**config.mk**
```make
export PLATFORM = sky130hd
export DESIGN_NAME = keccak_pad
export DESIGN_NICKNAME = d
export VERILOG_FILES = /design/src/rtl/keccak_pad.sv
export SDC_FILE = /design/constraint.sdc
export NUM_CORES = 2
export LEC_CHECK = 0
export ABC_AREA = 1
export CAP_MARGIN = 20
export CORE_AREA = 2 2 652 654
export DETAILED_ROUTE_END_ITERATION = 6
export DIE_AREA = 0 0 654 656
export GPL_ROUTABILITY_DRIVEN = 0
export PLACE_DENSITY = 0.43
export SLEW_MARGIN = 20
export SYNTH_ARGS = -nofsm -noshare
export SYNTH_HDL_FRONTEND = slang
export SYNTH_SLANG_ARGS = --single-unit
```
**constraint.sdc**
```tcl
create_clock -name clk -period 3.8 [get_ports clk]
set_input_delay 0.38 -clock clk [delete_from_list [all_inputs] [get_ports clk]]
set_output_delay 0.38 -clock clk [all_outputs]
set_load 0.03 [all_outputs]
```
**src/rtl/keccak_pad.sv**
```systemverilog
// Keccak input stage: packs 64-bit little-endian message words into rate lanes,
// applies SHA-3 multi-rate padding and hands complete 25-lane blocks downstream.
module keccak_pad #(
  parameter int         WIDTH      = 64,
  parameter int         RATE_LANES = 17,
  parameter logic [7:0] DOMAIN     = 8'h06
) (
  input  logic                         clk,
  input  logic                         nrst,
  input  logic [WIDTH-1:0]             in_data,
  input  logic                         in_valid,
  input  logic                         in_last,
  input  logic [3:0]                   in_bytes,
  output logic                         in_ready,
  output logic [0:4][0:4][WIDTH-1:0]   Dout,
  output logic                         block_valid,
  output logic                         block_last,
  input  logic                         block_ready,
  output logic [4:0]                   lane_cnt
);

  localparam int         NLANES    = 25;
  localparam int         NBYTES    = WIDTH / 8;
  localparam logic [4:0] LAST_LANE = 5'(RATE_LANES - 1);

  typedef enum logic [1:0] {
    S_FILL,
    S_HOLD,
    S_PADBLK
  } state_t;

  state_t           state_q, state_d;
  logic [WIDTH-1:0] lanes_q [NLANES];
  logic [WIDTH-1:0] lanes_d [NLANES];
  logic [4:0]       lane_cnt_q, lane_cnt_d;
  logic             pad_pending_q, pad_pending_d;
  logic             block_last_q, block_last_d;

  logic             word_xfer;
  logic             blk_xfer;
  logic [3:0]       n_bytes;
  logic [WIDTH-1:0] word_fill;
  logic             close_last;

  assign in_ready    = nrst && (state_q == S_FILL);
  assign block_valid = nrst && (state_q == S_HOLD);
  assign block_last  = nrst && block_last_q;
  assign lane_cnt    = lane_cnt_q;

  assign word_xfer = in_valid && in_ready;
  assign blk_xfer  = block_valid && block_ready;

  // Final-word shaping: keep the valid bytes, zero the junk and drop the
  // domain byte right after the data when it still fits in this lane.
  always_comb begin
    n_bytes   = (in_bytes > 4'd8) ? 4'd8 : in_bytes;
    word_fill = in_data;
    if (in_last) begin
      for (int b = 0; b < NBYTES; b++) begin
        if (4'(b) == n_bytes) begin
          word_fill[8*b +: 8] = DOMAIN;
        end else if (4'(b) > n_bytes) begin
          word_fill[8*b +: 8] = '0;
        end
      end
    end
  end

  // NOTE: every signal written here gets its default first, so no path leaves
  // a value unassigned and no latch is inferred.
  always_comb begin
    state_d       = state_q;
    lanes_d       = lanes_q;
    lane_cnt_d    = lane_cnt_q;
    pad_pending_d = pad_pending_q;
    block_last_d  = block_last_q;
    close_last    = 1'b0;

    case (state_q)
      S_FILL: begin
        if (word_xfer) begin
          lanes_d[lane_cnt_q] = word_fill;
          lane_cnt_d          = lane_cnt_q + 5'd1;
          if (in_last) begin
            state_d = S_HOLD;
            if ((n_bytes == 4'd8) && (lane_cnt_q == LAST_LANE)) begin
              // Message fills the rate exactly: padding needs a block of its own.
              block_last_d  = 1'b0;
              pad_pending_d = 1'b1;
            end else begin
              if (n_bytes == 4'd8) begin
                lanes_d[lane_cnt_q + 5'd1][7:0] = lanes_d[lane_cnt_q + 5'd1][7:0] ^ DOMAIN;
              end
              block_last_d = 1'b1;
              close_last   = 1'b1;
            end
          end else if (lane_cnt_q == LAST_LANE) begin
            state_d      = S_HOLD;
            block_last_d = 1'b0;
          end
        end
      end

      S_HOLD: begin
        if (blk_xfer) begin
          if (pad_pending_q) begin
            state_d = S_PADBLK;
          end else begin
            lanes_d      = '{default: '0};
            lane_cnt_d   = '0;
            block_last_d = 1'b0;
            state_d      = S_FILL;
          end
        end
      end

      S_PADBLK: begin
        lanes_d         = '{default: '0};
        lanes_d[0][7:0] = DOMAIN;
        close_last      = 1'b1;
        block_last_d    = 1'b1;
        pad_pending_d   = 1'b0;
        state_d         = S_HOLD;
      end

      default: begin
        state_d = S_FILL;
      end
    endcase

    // Closing 0x80 XORs in so it merges with DOMAIN when both land on one byte.
    if (close_last) begin
      lanes_d[RATE_LANES-1][WIDTH-1 -: 8] = lanes_d[RATE_LANES-1][WIDTH-1 -: 8] ^ 8'h80;
    end
  end

  // NOTE: state registers use non-blocking assignments so every flop samples
  // the pre-edge values, independent of statement order.
  always_ff @(posedge clk) begin
    if (!nrst) begin
      state_q       <= S_FILL;
      lane_cnt_q    <= '0;
      pad_pending_q <= 1'b0;
      block_last_q  <= 1'b0;
      // NOTE: the lane buffer is reset on purpose; padding XORs into lanes that
      // must already be zero, and a reset must discard any partial block.
      lanes_q       <= '{default: '0};
    end else begin
      state_q       <= state_d;
      lane_cnt_q    <= lane_cnt_d;
      pad_pending_q <= pad_pending_d;
      block_last_q  <= block_last_d;
      lanes_q       <= lanes_d;
    end
  end

  // Dout[x][y] carries lane 5*y+x; forced to zero while reset is held.
  always_comb begin
    Dout = '0;
    if (nrst) begin
      for (int y = 0; y < 5; y++) begin
        for (int x = 0; x < 5; x++) begin
          Dout[x][y] = lanes_q[5*y + x];
        end
      end
    end
  end

endmodule

```
==> flow_metrics.env <==
export IMPL_synth_avg_cell_area_um2=6.38
export IMPL_stdcell_area_um2=106000
export IMPL_via_count=82300
export IMPL_hold_class="input pin to flop"
export IMPL_critPathMostFrequentCell="buf_12"
export IMPL_setup_violations_final=0
export IMPL_finalCritPeriodShare=0.965
export IMPL_path_class="input pin to primary output"
export IMPL_crit_end="Dout[367]"
export IMPL_cts_resized=0
export IMPL_rr_startpoint="state_q[1]$_SDFFE_PN0P_"
export IMPL_hold_depth=3
export IMPL_num_rows=239
export IMPL_vias_per_cell=4.35
export IMPL_drv_cap=0
export IMPL_synth_edf_count=0
export IMPL_worstPathArrival_ns=3.29
export IMPL_synthTopCellsByArea="dfxtp_1 (44%), nand2_1 (12%), nor2_1 (11%)"
export IMPL_p_int_uw=35000
export IMPL_final_hold_viol_count=0
export IMPL_cp_top_family="buffers and inverters"
export IMPL_relSlewSlack=0.255
export IMPL_ys_warn_count=0
export IMPL_die_w_um=654
export IMPL_dr_pass1_iters=6
export IMPL_stdcell_count=18900
export IMPL_most_common_layout_cells="nand2_1 (2,343), nor2_1 (2,163), inv_1 (1,728), o21ai_0 (1,632), dfxtp_1 (1,608)"
export IMPL_min_period_ns=3.67
export IMPL_power_switching_uw=23600
export IMPL_synth_top_area_cell="dfxtp_1"
export IMPL_synthArstFlopShare=0
export IMPL_yosysSeqAreaShare=0.435
export IMPL_max_clock_path_buffers=4
export IMPL_grt_pass1_wl_mm=654
export IMPL_initial_core_util=0.175
export IMPL_rsz0062_at_grt="no"
export IMPL_crit_buf_inv=6
export IMPL_max_freq_ghz=0.273
export IMPL_power_leakage_uw=0.0518
export IMPL_postCtsSetupRepairBufs=0
export IMPL_antenna_left=0
export IMPL_cp_max_fo=51
export IMPL_final_common_cell="nand2_1"
export IMPL_post_dp_cell_area_um2=99100
export IMPL_nNetsFinal=13100
export IMPL_status="complete, no violations"
export IMPL_synth_seq_cells=1609
export IMPL_clock_sinks=1609
export IMPL_cpPeakStageDelay_ns=0.69
export IMPL_synth_main_ff_cell="dfxtp_1"
export IMPL_drive_gt1_frac=0.106
export IMPL_chipHeight_um=656
export IMPL_syn_area_um2=74000
export IMPL_synth_cells=11600
export IMPL_cp_start_kind="input pin"
export IMPL_synth_top_family_by_area="simple AND/OR/NAND/NOR gates"
export IMPL_yosysTopAreaCellShare=0.435
export IMPL_ctsRootBufferMaster="clkbuf_16"
export IMPL_worstRegToRegCells=15
export IMPL_pwr_share_comb=0.336
export IMPL_synth_compound_area_share=0.168
export IMPL_dr_first_iter_drc_count=8664
export IMPL_r2r_slack_ns=0.18
export IMPL_cts_tree="yes"
export IMPL_die_area_um2=429000
export IMPL_drc_errors=0
export IMPL_ioPinCount=1681
export IMPL_crit_required_ns=3.42
export IMPL_synthXorXnorAreaFrac=0.000220
export IMPL_cpMaxStageDelayCell="clkdlybuf4s50_1"
export IMPL_switching_share=0.403
export IMPL_synth_mux_area_frac=0
export IMPL_placedCellCount=18500
export IMPL_ir_drop_mv=0.723
export IMPL_coreArea_um2=422000
export IMPL_crit_chain="dlygate4sd3_1 > buf_12 > buf_12 > buf_4 > nand2_1 > inv_1 > clkdlybuf4s50_1"
export IMPL_grtUsageTotal=0.218
export IMPL_cts_htree_levels=4
export IMPL_power_density_nw_per_um2=553
export IMPL_startpoint="nrst"
export IMPL_post_route_util=0.251
export IMPL_dpl_hpwl_mm=337
export IMPL_maxSlewViolCount=0
export IMPL_antenna_found_initial=65
export IMPL_clkSlewWorstSetupHoldPaths_ns=0.05
export IMPL_rr_endpoint="lanes_q[1494]$_SDFFE_PN0P_"
export IMPL_wl_per_cell_um=26.0
export IMPL_cts_hold_fix_buffers=1
export IMPL_overflow=0
export IMPL_synthAdderAreaFrac=0.00169
export IMPL_fin_worst_skew_ns=0.0538
export IMPL_first_global_vias=75500
export IMPL_clkLatencyLatePin_ns=0.94
export IMPL_p_clk_frac=0.346
export IMPL_worst_setup_path_end_kind="primary output"
export IMPL_worst_pin_slew_ns=1.12
export IMPL_area_growth_syn_to_layout_pct=43.3
export IMPL_synth_simple_area_share=0.257
export IMPL_pwr_share_seq=0.318
export IMPL_synth_fp_nets=11700
export IMPL_yosysUniqueCellTypes=40
export IMPL_cts_buffers=204
export IMPL_whs_ns=0.310
export IMPL_wl_mm=491
export IMPL_grt_max_degree=145
export IMPL_port_buffers=1680
export IMPL_cp_depth=7
## cell usage after synthesis (27+ instances only)
library cell,number
a211oi_1,105
a21oi_1,433
buf_1,27
buf_2,82
clkbuf_1,738
dfxtp_1,1609
inv_1,1735
inv_2,69
nand2_1,2365
nand3_1,220
nor2_1,2225
nor2_2,32
o21ai_0,1632
o21ai_1,132
o22ai_1,54
## metrics by stage
| stage | setup TNS (ns) | worst slack [ns] | total power (uW) |
|---|---|---|---|
| finish | 0 | 0.134 | 58600 |
| CTS | 0 | 0.126 | 58900 |
| floorplan | 0 | 0.488 | 29200 |
| detailed placement | -0.0890 | -0.0849 | 38500 |
| global route | 0 | 0.0232 | 61100 |
| global placement | -0.0520 | -0.0520 | 38500 |
## metal layers
metal | track usage | vias up | wire length, um
met5 | 0 | - | 25
met3 | 0.0448 | 815 | 38600
met2 | 0.360 | 3828 | 227000
met4 | 0.107 | 4 | 27200
met1 | 0.269 | 39200 | 198000
li1 | - | 38400 | -
## worst reg2reg max path: stages (launching register included)
cell and delay, ns:
dfxtp_1 0.38, inv_1 0.12, ha_1 0.28, nand2_1 0.11, inv_2 0.20, nand2_1 0.19
inv_2 0.12, nor2_1 0.09, nor2_4 0.24, inv_6 0.15, buf_12 0.23, nor2_4 0.37
inv_2 0.29, buf_12 0.25, o21ai_0 0.42, nor2_1 0.07
## how the worst min path moves through the flow
stage                                           from                         end  slack (ns)
after global routing                     in_data[29]  lanes_q[1437]$_SDFFE_PN0P_        0.24
after floorplan           lanes_q[1000]$_SDFFE_PN0P_  lanes_q[1000]$_SDFFE_PN0P_        0.45
after detailed placement    lanes_q[14]$_SDFFE_PN0P_    lanes_q[14]$_SDFFE_PN0P_        0.47
final                                    in_data[29]  lanes_q[1437]$_SDFFE_PN0P_        0.31
after global placement      lanes_q[55]$_SDFFE_PN0P_    lanes_q[55]$_SDFFE_PN0P_        0.46
after CTS                                in_data[29]  lanes_q[1437]$_SDFFE_PN0P_        0.19
## power groups by stage
stage / combinational, uW / sequential (uW) / clock [uW]
after floorplan: 10500 / 18800 / 0
after global placement: 19600 / 19000 / 0
after detailed placement: 19600 / 19000 / 0
after CTS: 19600 / 18600 / 20700
after global routing: 21000 / 18700 / 21400
final: 19700 / 18600 / 20300
## state kept, by name, summed over array words and instances (netlist names)
register       cells
lanes_q         1600
block_last_q       1
pad_pending_q      1
state_q            2
lane_cnt           5
## area by class of cell
cell class / count / area, um2
inverter: 1807 / 6800
sequential: 1609 / 32200
clock buffer: 309 / 6140
multi-input combinational: 7324 / 32300
fill: 47700 / 316000
tap: 5663 / 7090
timing repair buffer: 2087 / 20700
clock inverter: 57 / 666
antenna: 68 / 170
## kinds of logic after synthesis
logic type / Yosys count
AND/OR/NAND/NOR: 4909
flip-flops: 1609
XOR/XNOR: 1
AO/OA/AOI/OAI: 2404
buffers and inverters: 2667
adder cells (fa/ha/maj): 10
Note: power is estimated with default switching activity, not from simulation.
